<file path="src/rtl/imem_loader_pkg.sv">
// Shared types and sizing for the instruction-memory loader.
package imem_loader_pkg;

    typedef enum logic [2:0] {
        ST_IDLE,
        ST_RECV,
        ST_CHECK,
        ST_DONE,
        ST_ERR
    } state_e;

    localparam int unsigned IMEM_DEPTH = 64;
    localparam int unsigned ADDR_W     = 14;

    function automatic logic count_ok(input logic [6:0] wc);
        return (wc != 7'd0) && (wc <= 7'(IMEM_DEPTH));
    endfunction

endpackage

</file>
<file path="src/rtl/imem_word_packer.sv">
// Packs a byte stream big-endian into 32-bit words; emits a one-cycle
// registered valid pulse with the completed word.
module imem_word_packer (
    input  logic        clk,
    input  logic        reset,
    input  logic        clear_i,
    input  logic        byte_en_i,
    input  logic [7:0]  byte_i,
    output logic [1:0]  byte_idx_o,
    output logic        word_valid_o,
    output logic [31:0] word_o
);

    logic [1:0]  idx_q;
    logic [23:0] shift_q;
    logic        valid_q;
    logic [31:0] word_q;
    logic [31:0] word_d;

    assign word_d = {shift_q, byte_i};

    always_ff @(posedge clk or posedge reset) begin
        if (reset) begin
            idx_q   <= '0;
            shift_q <= '0;
            valid_q <= 1'b0;
            word_q  <= '0;
        end else begin
            valid_q <= 1'b0;
            if (clear_i) begin
                idx_q   <= '0;
                shift_q <= '0;
            end else if (byte_en_i) begin
                shift_q <= word_d[23:0];
                idx_q   <= idx_q + 2'd1;
                if (idx_q == 2'd3) begin
                    valid_q <= 1'b1;
                    word_q  <= word_d;
                end
            end
        end
    end

    assign byte_idx_o   = idx_q;
    assign word_valid_o = valid_q;
    assign word_o       = word_q;

endmodule

</file>
<file path="src/rtl/imem_loader.sv">
// Loads a checksummed program image from a byte stream into instruction
// memory, holding the CPU until the image is verified.
module imem_loader
    import imem_loader_pkg::*;
(
    input  logic              clk,
    input  logic              reset,
    input  logic              start,
    input  logic [6:0]        word_count,
    input  logic              byte_valid,
    input  logic [7:0]        byte_data,
    output logic              byte_ready,
    output logic              mem_we,
    output logic [ADDR_W-1:0] mem_waddr,
    output logic [31:0]       mem_wdata,
    output logic              cpu_hold,
    output logic              done,
    output logic              error
);

    state_e            state_q, state_d;
    logic [6:0]        wc_q;
    logic [6:0]        word_cnt_q;
    logic [7:0]        csum_q;
    logic [ADDR_W-1:0] waddr_q;
    logic              byte_ready_q, cpu_hold_q, done_q, error_q;
    logic              accept, recv_byte, word_last, clear;
    logic [1:0]        byte_idx;

    assign accept    = byte_valid && byte_ready_q;
    assign recv_byte = accept && (state_q == ST_RECV);
    assign word_last = recv_byte && (byte_idx == 2'd3);
    assign clear     = start && count_ok(word_count) &&
                       ((state_q == ST_IDLE) || (state_q == ST_DONE) || (state_q == ST_ERR));

    always_comb begin
        state_d = state_q;
        case (state_q)
            ST_IDLE, ST_DONE, ST_ERR:
                if (start) state_d = count_ok(word_count) ? ST_RECV : ST_ERR;
            ST_RECV:
                if (word_last && ((word_cnt_q + 7'd1) == wc_q)) state_d = ST_CHECK;
            ST_CHECK:
                if (accept) state_d = (byte_data == csum_q) ? ST_DONE : ST_ERR;
            default:
                state_d = ST_IDLE;
        endcase
    end

    // Outputs are registered from the next state so they align with state_q.
    always_ff @(posedge clk or posedge reset) begin
        if (reset) begin
            state_q      <= ST_IDLE;
            wc_q         <= '0;
            word_cnt_q   <= '0;
            csum_q       <= '0;
            waddr_q      <= '0;
            byte_ready_q <= 1'b0;
            cpu_hold_q   <= 1'b1;
            done_q       <= 1'b0;
            error_q      <= 1'b0;
        end else begin
            state_q      <= state_d;
            byte_ready_q <= (state_d == ST_RECV) || (state_d == ST_CHECK);
            cpu_hold_q   <= (state_d != ST_DONE);
            done_q       <= (state_d == ST_DONE);
            error_q      <= (state_d == ST_ERR);
            if (clear) begin
                wc_q       <= word_count;
                word_cnt_q <= '0;
                csum_q     <= '0;
            end else if (recv_byte) begin
                csum_q <= csum_q ^ byte_data;
                if (word_last) begin
                    waddr_q    <= ADDR_W'(word_cnt_q[5:0]);
                    word_cnt_q <= word_cnt_q + 7'd1;
                end
            end
        end
    end

    imem_word_packer u_packer (
        .clk          (clk),
        .reset        (reset),
        .clear_i      (clear),
        .byte_en_i    (recv_byte),
        .byte_i       (byte_data),
        .byte_idx_o   (byte_idx),
        .word_valid_o (mem_we),
        .word_o       (mem_wdata)
    );

    assign byte_ready = byte_ready_q;
    assign mem_waddr  = waddr_q;
    assign cpu_hold   = cpu_hold_q;
    assign done       = done_q;
    assign error      = error_q;

endmodule

</file>
<file path="config.mk">
export PLATFORM = sky130hd
export DESIGN_NAME = imem_loader
export DESIGN_NICKNAME = d
export VERILOG_FILES = /design/src/rtl/imem_loader_pkg.sv /design/src/rtl/imem_word_packer.sv /design/src/rtl/imem_loader.sv
export SDC_FILE = /design/constraint.sdc
export NUM_CORES = 1
export LEC_CHECK = 0
export BUFFER_PORTS_ARGS = -buffer_cell sky130_fd_sc_hd__buf_2
export CORE_MARGIN = 2
export CORE_UTILIZATION = 50
export DETAILED_ROUTE_END_ITERATION = 12
export GPL_TIMING_DRIVEN = 0
export PLACE_DENSITY = 0.77
export SLEW_MARGIN = 40
export SYNTH_ARGS = -nofsm -noshare
export SYNTH_HDL_FRONTEND = slang
export SYNTH_SLANG_ARGS = --single-unit
export TNS_END_PERCENT = 50
</file>
<file path="constraint.sdc">
create_clock -name clk -period 2.44 [get_ports clk]
set_input_delay 0.122 -clock clk [delete_from_list [all_inputs] [get_ports clk]]
set_output_delay 0.122 -clock clk [all_outputs]
set_load 0.01 [all_outputs]
</file>
==> run_summary.xml <==
<?xml version="1.0" encoding="UTF-8"?>
<metrics>
  <group name="floorplanning">
    <metric name="floorplan.die_area" unit="µm²">8910</metric>
    <metric name="design.portCount" unit="">70</metric>
    <metric name="die_w" unit="µm">94.4</metric>
    <metric name="chipHeight" unit="µm">94.4</metric>
    <metric name="placeableCoreArea" unit="µm²">7810</metric>
    <metric name="placementRows" unit="">32</metric>
    <metric name="floorplan.initialDensity" unit="%">52.3</metric>
  </group>
  <group name="drt">
    <metric name="detailroute.via_count" unit="">3117</metric>
    <metric name="via_per_inst" unit="">5.04</metric>
    <metric name="detail_route.wirelength" unit="µm">8630</metric>
    <metric name="post_drt_wl_per_cell" unit="µm">14.0</metric>
    <metric name="drt_first_iter_violations" unit="">132</metric>
    <metric name="ant_nets" unit="">0</metric>
    <metric name="drc_markers" unit="">0</metric>
    <metric name="drt_pass1_iterations" unit="">4</metric>
  </group>
  <group name="clocking">
    <metric name="cts_sinks" unit="">94</metric>
    <metric name="htree_num_levels" unit="">3</metric>
    <metric name="tritoncts.num_buffers" unit="">9</metric>
    <metric name="cts.clk_slew.worst_paths" unit="ns">0.09</metric>
    <metric name="tritoncts_clock_tree" unit="">built</metric>
    <metric name="cts_repair_resize_count" unit="">0</metric>
    <metric name="holdBufCountCts" unit="">4</metric>
    <metric name="insertion_delay" unit="ns">0.36</metric>
    <metric name="cts.root.buffer_cell" unit="">sky130_fd_sc_hd__clkbuf_8</metric>
    <metric name="post_cts_buffers" unit="">0</metric>
    <metric name="clockBufferDepth" unit="">2</metric>
  </group>
  <group name="logic_synthesis">
    <metric name="synth.largest_area_cell" unit="">sky130_fd_sc_hd__dfrtp_1</metric>
    <metric name="yosys-top-cells-area" unit="">sky130_fd_sc_hd__dfrtp_1 57%, sky130_fd_sc_hd__nand2_1 16%, sky130_fd_sc_hd__xnor2_1 3.6%</metric>
    <metric name="netlist-cell-type-count" unit="">41</metric>
    <metric name="syn-cell-area" unit="µm²">4080</metric>
    <metric name="ys_dominant_reg_cell" unit="">sky130_fd_sc_hd__dfrtp_1</metric>
    <metric name="synth_async_sr_flop_share" unit="%">100</metric>
    <metric name="synthesis.instances" unit="">424</metric>
    <metric name="synthTopCellsByCount" unit="">174 x sky130_fd_sc_hd__nand2_1, 93 x sky130_fd_sc_hd__dfrtp_1, 28 x sky130_fd_sc_hd__a21oi_1</metric>
    <metric name="average_cell_area_after_synthesis" unit="µm²">9.63</metric>
    <metric name="seq_area_frac_synth" unit="%">57.6</metric>
    <metric name="netlist.area_leader.share" unit="%">57.0</metric>
    <metric name="synth_most_common_cell" unit="">sky130_fd_sc_hd__nand2_1</metric>
    <metric name="ys_seq_elements" unit="">94</metric>
    <metric name="synth_edf_count" unit="">0</metric>
    <metric name="yosys_warnings" unit="">0</metric>
  </group>
  <group name="grt">
    <metric name="antenna_found_initial" unit="">0</metric>
    <metric name="first_global_vias" unit="">3149</metric>
    <metric name="grt_pass1_wl" unit="µm">14900</metric>
    <metric name="grt_usage" unit="%">21.7</metric>
    <metric name="grt_remaining_overflow" unit="">0</metric>
    <metric name="pin_count_of_the_biggest_net_entering_global_routing" unit="">27</metric>
  </group>
  <group name="timing">
    <metric name="finalHoldWorstSlack" unit="ns">0.00751</metric>
    <metric name="rsz_0062_raised_after_global_routing" unit="">false</metric>
    <metric name="max_freq" unit="GHz">0.479</metric>
    <metric name="hold_violations" unit="">0</metric>
    <metric name="layout_min_cycle_time" unit="ns">2.09</metric>
    <metric name="slew_viol_final" unit="">0</metric>
    <metric name="timing.clock.skew" unit="ns">0.00727</metric>
    <metric name="setup_tns" unit="ns">0</metric>
    <metric name="setup_violations" unit="">0</metric>
    <metric name="period_share" unit="%">85.6</metric>
  </group>
  <group name="power_and_ir_drop">
    <metric name="cellPowerDensity" unit="nW/µm²">881</metric>
    <metric name="worst_ir_drop_vdd" unit="mV">0.554</metric>
    <metric name="p_total" unit="W">0.00432</metric>
    <metric name="static-leakage-power" unit="nW">2.60</metric>
  </group>
  <group name="worst_setup_path">
    <metric name="worst_path_arrival" unit="ns">2.31</metric>
    <metric name="path_class" unit="">flop to flop</metric>
    <metric name="end_kind" unit="">flop</metric>
    <metric name="critical_path.startpoint_type" unit="">flop</metric>
    <metric name="cp_data_required_time" unit="ns">2.66</metric>
    <metric name="cp_max_fo" unit="">10</metric>
  </group>
  <group name="placed_design">
    <metric name="gp_congestion" unit="">0.811</metric>
    <metric name="dp.final_hpwl" unit="µm">6170</metric>
    <metric name="place_area" unit="µm²">4650</metric>
    <metric name="port-buffer-count" unit="">61</metric>
  </group>
  <group name="cells_and_area">
    <metric name="n_fill_cell" unit="">661</metric>
    <metric name="design.final.nets" unit="">532</metric>
    <metric name="layout.area.seq" unit="µm²">2350</metric>
    <metric name="diodes" unit="">0</metric>
    <metric name="share_of_final_layout_standard_cells_stronger_than_drive_strength_1" unit="%">22.7</metric>
    <metric name="synthToLayoutAreaGrowth" unit="%">20.1</metric>
    <metric name="layout.cell_area.non_filler" unit="µm²">4900</metric>
    <metric name="multi_input_comb_area" unit="µm²">1570</metric>
  </group>
  <group name="flow_run">
    <metric name="drv.max_cap_violation_count" unit="">0</metric>
  </group>
  <group name="run_status">
    <metric name="outcome" unit="">finished clean</metric>
  </group>
  <group name="worst_hold_path">
    <metric name="hold_class" unit="">input pin to flop</metric>
  </group>
</metrics>
-- through the flow --
| step | cells | worst slack, ns | util (%) |
|---|---|---|---|
| 6_report | 618 | 0.352 | 62.8 |
| 5_1_grt | 618 | 0.153 | 62.8 |
| 2_1_floorplan | 431 | 0.701 | - |
| 3_3_place_gp | 594 | 0.512 | 58.2 |
| 3_5_place_dp | 598 | 0.417 | 59.6 |
| 4_1_cts | 618 | 0.392 | 62.8 |
-- flip-flops by register name, indices dropped and copies added, names as in the netlist --
name and cells:
u_packer.word_valid_o 1, wc_q 7, u_packer.shift_q 24, u_packer.word_o 32, state_q 3, mem_waddr 6, cpu_hold 1, word_cnt_q 7
done 1, error 1, byte_ready 1, u_packer.byte_idx_o 2, csum_q 8
-- final timing paths --
path	from	end	slack, ns	cells after the start
hold / removal	byte_data[5]	u_packer.word_o[5]$_DFFE_PP0P_	0.008	3
max in group asynchronous	reset	u_packer.word_o[20]$_DFFE_PP0P_	1.50	5
min in group asynchronous	reset	error$_DFF_PP0_	0.32	3
setup / recovery	state_q[2]$_DFF_PP0_	state_q[0]$_DFF_PP0_	0.35	6
setup reg to reg	state_q[2]$_DFF_PP0_	state_q[0]$_DFF_PP0_	0.35	6
hold reg to reg	u_packer.word_o[29]$_DFFE_PP0P_	u_packer.word_o[29]$_DFFE_PP0P_	0.47	2
-- kinds of logic (layout without fill, tap and decap cells) --
logic type                 Yosys count  after routing  share of synthesized area [%]
AOI/OAI and AO/OA                   43             43                           6.59
other                                1              8                         0.0918
DFF                                 94             94                           57.6
muxes                                9              9                           2.45
and+or+nand+nor                    215            215                           21.7
adders and majority gates            2              2                          0.613
buffers and inverters               30            115                           4.50
xor gates and xnor gates            30             30                           6.43
-- final cells by class --
type                    count  share of cell area, %
flip-flops and latches     94                   48.0
plain buffers              26                   3.44
repair buffers             69                   9.13
inverters                   4                  0.383
multi-input cells         307                   32.1
clock buffers              10                   2.60
clock inverters             6                   1.76
well taps                 102                   2.60
-- placed cells by master (no fill, tap or decap), types with 2 or more instances in the layout --
cell type	count
sky130_fd_sc_hd__clkinv_2	2
sky130_fd_sc_hd__clkinvlp_4	2
sky130_fd_sc_hd__buf_16	3
sky130_fd_sc_hd__a211oi_1	2
sky130_fd_sc_hd__ha_1	2
sky130_fd_sc_hd__a21oi_1	28
sky130_fd_sc_hd__nor3b_1	2
sky130_fd_sc_hd__buf_2	67
sky130_fd_sc_hd__dlygate4sd3_1	4
sky130_fd_sc_hd__dfrtp_1	93
sky130_fd_sc_hd__clkbuf_8	9
sky130_fd_sc_hd__inv_1	3
sky130_fd_sc_hd__o21ai_0	4
sky130_fd_sc_hd__nor2_2	2
sky130_fd_sc_hd__buf_6	4
sky130_fd_sc_hd__a211o_1	2
sky130_fd_sc_hd__nand4_1	3
sky130_fd_sc_hd__bufinv_16	2
sky130_fd_sc_hd__xnor2_1	17
sky130_fd_sc_hd__xor2_1	13
sky130_fd_sc_hd__nand3_1	5
sky130_fd_sc_hd__nor3_1	2
sky130_fd_sc_hd__conb_1	8
sky130_fd_sc_hd__nand2_1	174
sky130_fd_sc_hd__and3_1	4
sky130_fd_sc_hd__mux2_2	8
sky130_fd_sc_hd__buf_4	9
sky130_fd_sc_hd__nor2_1	14
sky130_fd_sc_hd__clkbuf_1	7
sky130_fd_sc_hd__o221ai_1	2
-- worst max-delay path: stages, from the launching register on --
cell	delay, ns
sky130_fd_sc_hd__dfrtp_1	0.45
sky130_fd_sc_hd__nor3b_1	0.34
sky130_fd_sc_hd__nand2_1	0.31
sky130_fd_sc_hd__inv_1	0.14
sky130_fd_sc_hd__nand4_1	0.10
sky130_fd_sc_hd__nor4_1	0.47
sky130_fd_sc_hd__o211ai_1	0.14
-- power breakdown --
group	switching, W	total, W	internal (W)
Sequential	0.000264	0.00217	0.00191
Combinational	0.000556	0.00104	0.000481
Clock	0.000532	0.00111	0.000576
-- routing by layer --
| layer | part of all wire, % | global-route usage [%] | routed length, µm | up-vias |
|---|---|---|---|---|
| li1 | - | - | - | 1523 |
| met1 | 44 | 28.3 | 3790 | 1508 |
| met2 | 50 | 36.8 | 4290 | 73 |
| met3 | 4.7 | 3.59 | 402 | 13 |
| met4 | 1.7 | 7.85 | 145 | 0 |
| met5 | 0 | 0 | 0 | - |
Note: power is estimated with default switching activity, not from simulation.
